--- src/rtl/lbp_linebuf.sv ---
// lbp_linebuf: streaming 3x3 Local Binary Pattern generator.
//   Reads a gray image once in raster order, keeps two line buffers plus a
//   3x3 window, and writes one LBP code per interior pixel. Optionally writes
//   zero codes to every border pixel afterwards, then raises finish.
// Ports:
//   clk, reset                  clock, asynchronous active-high reset
//   gray_ready                  image memory available (may drop any cycle)
//   gray_req, gray_addr         read request / raster address
//   gray_data                   read data, valid the cycle after gray_req
//   border_zero                 latched at frame start: 1 = zero-fill border
//   lbp_valid, lbp_addr, lbp_data  result write port (addr/data 0 when idle)
//   finish                      frame complete, held until reset
module lbp_linebuf #(
  parameter int IMG_W = 128,
  parameter int IMG_H = 128,
  parameter int PIX_W = 8,
  parameter int THR   = 0,
  parameter int AW    = $clog2(IMG_W * IMG_H)
) (
  input  logic             clk,
  input  logic             reset,
  input  logic             gray_ready,
  output logic             gray_req,
  output logic [AW-1:0]    gray_addr,
  input  logic [PIX_W-1:0] gray_data,
  input  logic             border_zero,
  output logic             lbp_valid,
  output logic [AW-1:0]    lbp_addr,
  output logic [7:0]       lbp_data,
  output logic             finish
);

  localparam int CW  = $clog2(IMG_W);
  localparam int RW  = $clog2(IMG_H);
  localparam int PSW = (CW > RW) ? CW : RW;
  localparam int PW1 = PIX_W + 1;
  localparam logic [PIX_W:0]  THR_X     = PW1'(THR);
  localparam logic [AW-1:0]   LAST_ADDR = AW'(IMG_W * IMG_H - 1);

  typedef enum logic [2:0] {S_IDLE, S_READ, S_DRAIN, S_FILL, S_DONE} state_t;

  state_t           state, state_next;
  logic             bz_latched;
  logic             d_vld;
  logic [AW-1:0]    d_addr;
  logic [1:0]       seg;
  logic [PSW-1:0]   pos;

  // Line buffers: lb0 holds row y-2, lb1 holds row y-1 for incoming row y.
  logic [PIX_W-1:0] lb0 [0:IMG_W-1];
  logic [PIX_W-1:0] lb1 [0:IMG_W-1];

  // Window columns x-2 (a_*) and x-1 (b_*); column x is the incoming n_*.
  logic [PIX_W-1:0] a_top, a_mid, a_bot, b_top, b_mid, b_bot;
  logic [PIX_W-1:0] n_top, n_mid, n_bot;

  logic [CW-1:0]    dx;
  logic [RW-1:0]    dy;
  logic             win_ok;
  logic [7:0]       code;
  logic [AW-1:0]    fill_addr;
  logic             fill_last_pos;

  // neighbor >= center + THR evaluated one bit wider so center+THR cannot wrap
  function automatic logic ge_thr(input logic [PIX_W-1:0] n, input logic [PIX_W-1:0] c);
    return {1'b0, n} >= ({1'b0, c} + THR_X);
  endfunction

  assign gray_req = (state == S_READ) && gray_ready;
  assign dx       = d_addr[CW-1:0];
  assign dy       = d_addr[AW-1:CW];
  assign n_top    = lb0[dx];
  assign n_mid    = lb1[dx];
  assign n_bot    = gray_data;
  // Columns x-2..x all belong to row dy only when dx >= 2, which excludes wraps.
  assign win_ok   = d_vld && (dx >= CW'(2)) && (dy >= RW'(2));

  assign code = {ge_thr(n_bot, b_mid), ge_thr(b_bot, b_mid), ge_thr(a_bot, b_mid),
                 ge_thr(n_mid, b_mid), ge_thr(a_mid, b_mid),
                 ge_thr(n_top, b_mid), ge_thr(b_top, b_mid), ge_thr(a_top, b_mid)};

  assign fill_last_pos = (seg[1] == 1'b0) ? (pos == PSW'(IMG_W - 1)) : (pos == PSW'(IMG_H - 1));

  // Border address: row 0, row H-1, column 0, column W-1.
  always_comb begin
    fill_addr = '0;
    case (seg)
      2'd0:    fill_addr = AW'(pos);
      2'd1:    fill_addr = AW'((IMG_H - 1) * IMG_W) + AW'(pos);
      2'd2:    fill_addr = AW'(pos) << CW;
      2'd3:    fill_addr = (AW'(pos) << CW) + AW'(IMG_W - 1);
      default: fill_addr = '0;
    endcase
  end

  // Next-state logic.
  always_comb begin
    state_next = state;
    case (state)
      S_IDLE:  if (gray_ready) state_next = S_READ; else state_next = S_IDLE;
      S_READ:  if (gray_req && (gray_addr == LAST_ADDR)) state_next = S_DRAIN;
               else state_next = S_READ;
      // The final result is registered in the cycle d_vld is high; leave after that.
      S_DRAIN: if (!d_vld) state_next = bz_latched ? S_FILL : S_DONE;
               else state_next = S_DRAIN;
      S_FILL:  if ((seg == 2'd3) && fill_last_pos) state_next = S_DONE;
               else state_next = S_FILL;
      S_DONE:  state_next = S_DONE;
      default: state_next = S_IDLE;
    endcase
  end

  // State, read address, capture tracking and border-fill counters.
  always_ff @(posedge clk or posedge reset) begin
    if (reset) begin
      state      <= S_IDLE;
      gray_addr  <= '0;
      bz_latched <= 1'b0;
      d_vld      <= 1'b0;
      d_addr     <= '0;
      seg        <= 2'd0;
      pos        <= '0;
    end else begin
      state <= state_next;
      d_vld <= gray_req;
      if (state == S_IDLE && gray_ready) bz_latched <= border_zero;
      // Address wraps to 0 after the last pixel, which is also its DONE value.
      if (gray_req) begin
        d_addr    <= gray_addr;
        gray_addr <= gray_addr + AW'(1);
      end
      if (state == S_FILL) begin
        if (fill_last_pos) begin
          pos <= '0;
          seg <= seg + 2'd1;
        end else begin
          pos <= pos + PSW'(1);
        end
      end
    end
  end

  // Window shift on every captured sample.
  always_ff @(posedge clk or posedge reset) begin
    if (reset) begin
      a_top <= '0; a_mid <= '0; a_bot <= '0;
      b_top <= '0; b_mid <= '0; b_bot <= '0;
    end else if (d_vld) begin
      a_top <= b_top; a_mid <= b_mid; a_bot <= b_bot;
      b_top <= n_top; b_mid <= n_mid; b_bot <= n_bot;
    end
  end

  // Line buffer storage; contents are never read before being written in a frame.
  always_ff @(posedge clk) begin
    if (d_vld) begin
      lb0[dx] <= lb1[dx];
      lb1[dx] <= gray_data;
    end
  end

  // Registered result port and finish flag.
  always_ff @(posedge clk or posedge reset) begin
    if (reset) begin
      lbp_valid <= 1'b0;
      lbp_addr  <= '0;
      lbp_data  <= 8'h00;
      finish    <= 1'b0;
    end else begin
      lbp_valid <= 1'b0;
      lbp_addr  <= '0;
      lbp_data  <= 8'h00;
      finish    <= (state == S_DONE);
      if (win_ok) begin
        lbp_valid <= 1'b1;
        lbp_addr  <= d_addr - AW'(IMG_W + 1);
        lbp_data  <= code;
      end else if (state == S_FILL) begin
        lbp_valid <= 1'b1;
        lbp_addr  <= fill_addr;
      end
    end
  end

endmodule

--- config.mk ---
export PLATFORM = sky130hd
export DESIGN_NAME = lbp_linebuf
export DESIGN_NICKNAME = d
export VERILOG_FILES = /design/src/rtl/lbp_linebuf.sv
export SDC_FILE = /design/constraint.sdc
export NUM_CORES = 2
export LEC_CHECK = 0
export ABC_AREA = 1
export BUFFER_PORTS_ARGS = -buffer_cell sky130_fd_sc_hd__buf_2
export CAP_MARGIN = 10
export CORE_AREA = 4 4 536 591
export DETAILED_ROUTE_END_ITERATION = 8
export DIE_AREA = 0 0 540 595
export PLACE_DENSITY = 0.5
export SETUP_SLACK_MARGIN = 0.1
export SKIP_LAST_GASP = 1
export SLEW_MARGIN = 20
export SYNTH_ARGS = -nofsm -noshare
export SYNTH_HDL_FRONTEND = slang
export SYNTH_SLANG_ARGS = --single-unit
--- constraint.sdc ---
create_clock -name clk -period 4.5 [get_ports clk]
set_clock_uncertainty 0.15 [all_clocks]
set_input_delay 0.675 -clock clk [delete_from_list [all_inputs] [get_ports clk]]
set_output_delay 0.675 -clock clk [all_outputs]
set_load 0.02 [all_outputs]
# After elaboration in Yosys (flattened, before gate mapping)
# Memories as Yosys holds them, arrays and structs flattened.
# Cells that the tools add are included.
[op_classes]
n_addsub = 6
magnitude_cmp = 10
n_eq_ne = 9
n_mux = 15
reduce_logical = 9
[ops]
columns = ["op", "count"]
rows = [
  ["8-bit >= comparator", 8],
  ["14-bit case mux with 4 select lines", 1],
  ["14-bit 2-to-1 mux", 2],
  ["3-bit case mux with 5 select lines", 1],
  ["14-bit by 1-bit adder with 14-bit output, second input constant", 1],
  ["14-bit by 7-bit adder with 14-bit output, second input constant", 1],
  ["14-bit == test, second input constant", 1],
  ["7-bit by 2-bit >= comparator with 1-bit output, second input constant", 2],
  ["14-bit by 8-bit subtractor with 14-bit output, second input constant", 1],
  ["8-bit by 8-bit adder with 9-bit output, first input constant", 1],
  ["3-bit 2-to-1 mux", 3],
  ["8-bit 2-to-1 mux", 1],
  ["7-bit by 1-bit adder with 7-bit output, second input constant", 1],
  ["7-bit == test, second input constant", 1],
  ["7-bit 2-to-1 mux", 1],
  ["3-bit by 2-bit == test with 1-bit output, second input constant", 2],
  ["1-bit logical AND", 6],
  ["1-bit 2-to-1 mux", 5],
  ["2-bit == test, second input constant", 2],
  ["3-bit by 1-bit == test with 1-bit output, second input constant", 1],
  ["3-bit == test, second input constant", 1],
  ["3-bit zero test", 1],
  ["2-bit by 1-bit adder with 2-bit output, second input constant", 1],
  ["2-bit by 1-bit == test with 1-bit output, second input constant", 1],
  ["3 further kinds", 3],
]
[totals]
reg_bits = 114
ram_bits = 2048
in_bits = 12
out_inout_bits = 39
elab_cells = 68
mem_count = 2
[memory_table]
columns = ["memory", "depth", "word_bits", "read_ports", "rd_clocked_by_memory_dff", "write_ports", "line", "text"]
rows = [
  ["lb0", 128, 8, 1, 0, 1, "50", "logic [PIX_W-1:0] lb0 [0:IMG_W-1];"],
  ["lb1", 128, 8, 1, 0, 1, "51", "logic [PIX_W-1:0] lb1 [0:IMG_W-1];"],
]

# Logic depth before layout (Yosys ltp)
[depth]
depth_word = 5
ltp_mapped = 25

# Least setup slack after synthesis
# No wires, ideal clock.
[synth_path]
path_kind = "register to register"
start = "register d_addr[0]"
end = "register lbp_data[4]"
setup_time_ns = 0.113
arrival_time_ns = 3.961
t_required_ns = 4.237
path_slack_ns = 0.276
path_stages_with_launch = 20
path_buffers = 4
synth_period_minus_slack_ns = 4.224
cell_sequence = "dfrtp_1 buf_6 buf_6 buf_6 buf_2 o211ai_1 nand2_1 nor2_1 nor2_1 nor2_1 nand2_1 nand2_1 nand4_2 ha_1 a21oi_1 o21ai_0 nand2_1 o2111ai_1 nand2_1 inv_1"
[synth_rtl]
columns = ["item", "line", "text"]
rows = [
  ["start, declared", "45", "logic [AW-1:0] d_addr;"],
  ["start signal, assigned", "129", "d_addr <= gray_addr;"],
  ["memory read 128 x 8 bit", "n/a", ""],
  ["named net n_mid[1]", "55", "logic [PIX_W-1:0] n_top, n_mid, n_bot;"],
  ["8-bit >= comparator", "66", "return {1'b0, n} >= ({1'b0, c} + THR_X);"],
  ["8-bit 2-to-1 mux", "174", "if (win_ok) begin"],
  ["end signal, assigned", "177", "lbp_data <= code;"],
  ["end, declared", "29", "output logic [7:0] lbp_data,"],
]
# The timed path passes the listed nets, and every way through them passes these cells.
# A chain may end at the register's enable or synchronous reset.

# Worst setup path in the final report
[layout_path]
start = "register d_addr[0]"
end = "memory lb0[13][7] (data pin)"
[layout_via]
elab_chain_cells = 1
[layout_rtl]
columns = ["item", "line"]
rows = [
  ["memory read 128 x 8 bit", "n/a"],
  ["named net n_mid[7]", "55"],
  ["end, declared", "50"],
]
# The timed path passes the listed nets, and every way through them passes these cells.

==> impl_metrics.yaml <==
run_status:
  run_status: "finished, final reports clean"
floorplanning:
  ios: 51
  initial_utilization: 0.298
  die_h_um: 595
  core_area_um2: 311000
  die_x_um: 540
  fp.dieArea_um2: 321000
  rows: 215
pwr:
  leakagePower_nw: 43.8
  pwr_density_cell_nw_per_um2: 378
  power.total_w: 0.0402
  ir_drop_mv: 0.322
clock_network:
  clk_pin_slew_ns: 0.06
  clockRootBuffer: "clkbuf_16"
  numCtsBuffers: 229
  cts_num_sinks: 2162
  cts_hold_buf: 7
  clk_latency_ns: 0.91
  post_cts_resized: 0
  htreeDepth: 4
  cts_buffer_depth: 4
  post_cts_buffers: 0
  tritoncts: "yes"
placement:
  place.gp.congestion: 0.836
  place_ws_ns: 0.483
  dp_hpwl_um: 168000
  io_buffers: 50
timing:
  hold_viol_final: 0
  fin_crit_sh: 0.911
  slew_viol_final: 0
  finalWorstSetupSlack_ns: 0.399
  max_freq_mhz: 244
  maxSlewHeadroom: 0.278
  worst_pin_slew_ns: 1.06
  rsz0062_at_grt: "false"
  holdWs_ns: 0.109
  finalSetupViolCount: 0
  setup_tns_ns: 0
  period_needed_ns: 4.10
routing:
  ant_nets: 0
  wire_per_inst_um: 20.9
  dr.pass1.iters: 6
  postRouteWirelength_um: 287000
  first_iter_violations: 5546
  vias: 63700
  vias_per_cell: 4.63
  drc_errors: 0
synthesis:
  synth_cell_type_count: 38
  synth_seq_cells: 2162
  ys_warn_count: 0
  syn_nets: 9355
  syn_avg_cell_area_um2: 10.0
  ys_seq_area_frac: 0.694
  syn_inst: 9274
  netlist_area_um2: 92700
grt:
  grt_pass1_wl_um: 422000
  grt_pass1_vias: 61800
  grt_util_all_layers: 0.174
  grt_max_degree: 130
  grt_overflow: 0
  antenna_found_initial: 9
setup_path:
  cp-end-kind: "flop"
  cp.arrival_ns: 4.61
  startpoint_type: "flop"
  cp_slowest_cell: "dfrtp_4"
  critPathRequiredTime_ns: 5.01
  path_cells: "buf_12 -> buf_4 -> nand2_1 -> nand2_1 -> nand2_1 -> nand2_1 -> nand2_1 -> nand2_1 -> nand2_1 -> nand2_1 -> nor2_1 -> nor2_1 -> nor2_1 -> nand2_4 -> buf_12 -> buf_4"
  regToRegSetupSlack_ns: 0.40
  path_class: "reg -> reg"
  cp_common_cell: "nand2_1"
  cp_max_fo: 95
  slowest_delay_ns: 0.62
cells_and_area:
  area_growth_pct: 14.9
  final_common_cell: "nand2_1"
  final_cell_mix: "5822 x nand2_1, 2048 x edfxtp_1, 338 x nor2_1"
  nNetsFinal: 9515
  fillCellCount: 31400
  layout-drive-gt1-share: 0.0758
run:
  maxCapViolCount: 0
hold_path:
  hp-class: "in -> reg"
metal layers:
layer / global-route usage / part of all wire
met1: 0.234 / 0.43
met4: 0.0586 / 0.034
met5: 0 / 0.000042
met3: 0.0193 / 0.056
met2: 0.292 / 0.48
path summary, 6_finish.rpt:
| path | from | to | depth (start not counted) |
|---|---|---|---|
| worst min-delay path | gray_data[3] | lb1[125][3]$_DFFE_PP_ | 1 |
| min in group asynchronous | reset | a_mid[0]$_DFFE_PP0P_ | 3 |
| max in group asynchronous | reset | b_mid[4]$_DFFE_PP0P_ | 4 |
| worst max-delay path | d_addr[0]$_DFFE_PP0P_ | lb0[13][7]$_DFFE_PP_ | 16 |
| worst min register to register | b_mid[6]$_DFFE_PP0P_ | b_mid[6]$_DFFE_PP0P_ | 2 |
| worst max register to register | d_addr[0]$_DFFE_PP0P_ | lb0[13][7]$_DFFE_PP_ | 16 |
sequential cells by signal, indices dropped and copies added, names as in the netlist, 2 cells and up:
register	flops
lbp_data	8
pos	7
gray_addr	14
d_addr	14
state	3
lb0	1024
b_bot	8
lb1	1024
b_top	8
a_bot	8
seg	2
lbp_addr	14
b_mid	8
a_top	8
a_mid	8
cell families after synthesis:
family                   after synthesis  synth area share
AO/OA/AOI/OAI                        139           0.00812
XOR/XNOR                              20           0.00189
adder cells (fa/ha/maj)               69           0.00931
buffers and inverters                601            0.0300
flip-flops                          2162             0.694
multiplexers                           1          0.000121
AND/OR/NAND/NOR                     6282             0.257
final cells by class:
cell class / instances / area [µm²] / share of cell area
Antenna cell: 3 / 7.51 / 0.0000705
Tap cell: 4123 / 5160 / 0.0484
Sequential cell: 2162 / 64400 / 0.604
Inverter: 149 / 584 / 0.00548
Timing Repair Buffer: 381 / 3600 / 0.0338
Clock buffer: 285 / 6030 / 0.0566
Clock inverter: 131 / 1020 / 0.00958
Multi-Input combinational cell: 6511 / 25800 / 0.242
where the power goes:
| part | switching [W] | internal [W] | total (W) |
|---|---|---|---|
| Clock | 0.00788 | 0.0102 | 0.0181 |
| Sequential | 0 | 0.0218 | 0.0218 |
| Combinational | 0.000233 | 0.0000296 | 0.000263 |
cells in the mapped netlist (all sizes together):
library cell	n	share of area
inv	147	0.0059
nor2	348	0.014
a21oi	42	0.0023
nor3	21	0.0014
ha	69	0.0093
nand4	17	0.0012
dfrtp	114	0.031
nand3	52	0.0028
o2111ai	8	0.00076
nor3b	1	0.000081
a211oi	1	0.000081
o22ai	1	0.000067
mux2	1	0.00012
clkbuf	92	0.0037
a2111oi	1	0.000094
o31ai	1	0.000081
buf	360	0.020
nand2	5829	0.24
nor4	2	0.00013
xnor2	2	0.00019
or2	12	0.00081
o211ai	7	0.00057
xor2	18	0.0017
o21ai	78	0.0042
clkinv	2	0.000081
edfxtp	2048	0.66
through the flow:
step	cell area [µm²]	instances	util
floorplan	92700	9274	-
global placement	99400	13300	0.320
detailed placement	99400	13300	0.320
CTS	107000	13700	0.343
global route	107000	13700	0.343
finish	107000	13700	0.343
worst max-delay path: cells and delay by family (launching register included):
kind | cells | cell delay, ns
buffers and inverters | 4 | 1.56
DFF | 1 | 0.62
and+or+nand+nor | 12 | 1.29
(Power assumes the default switching activity.)
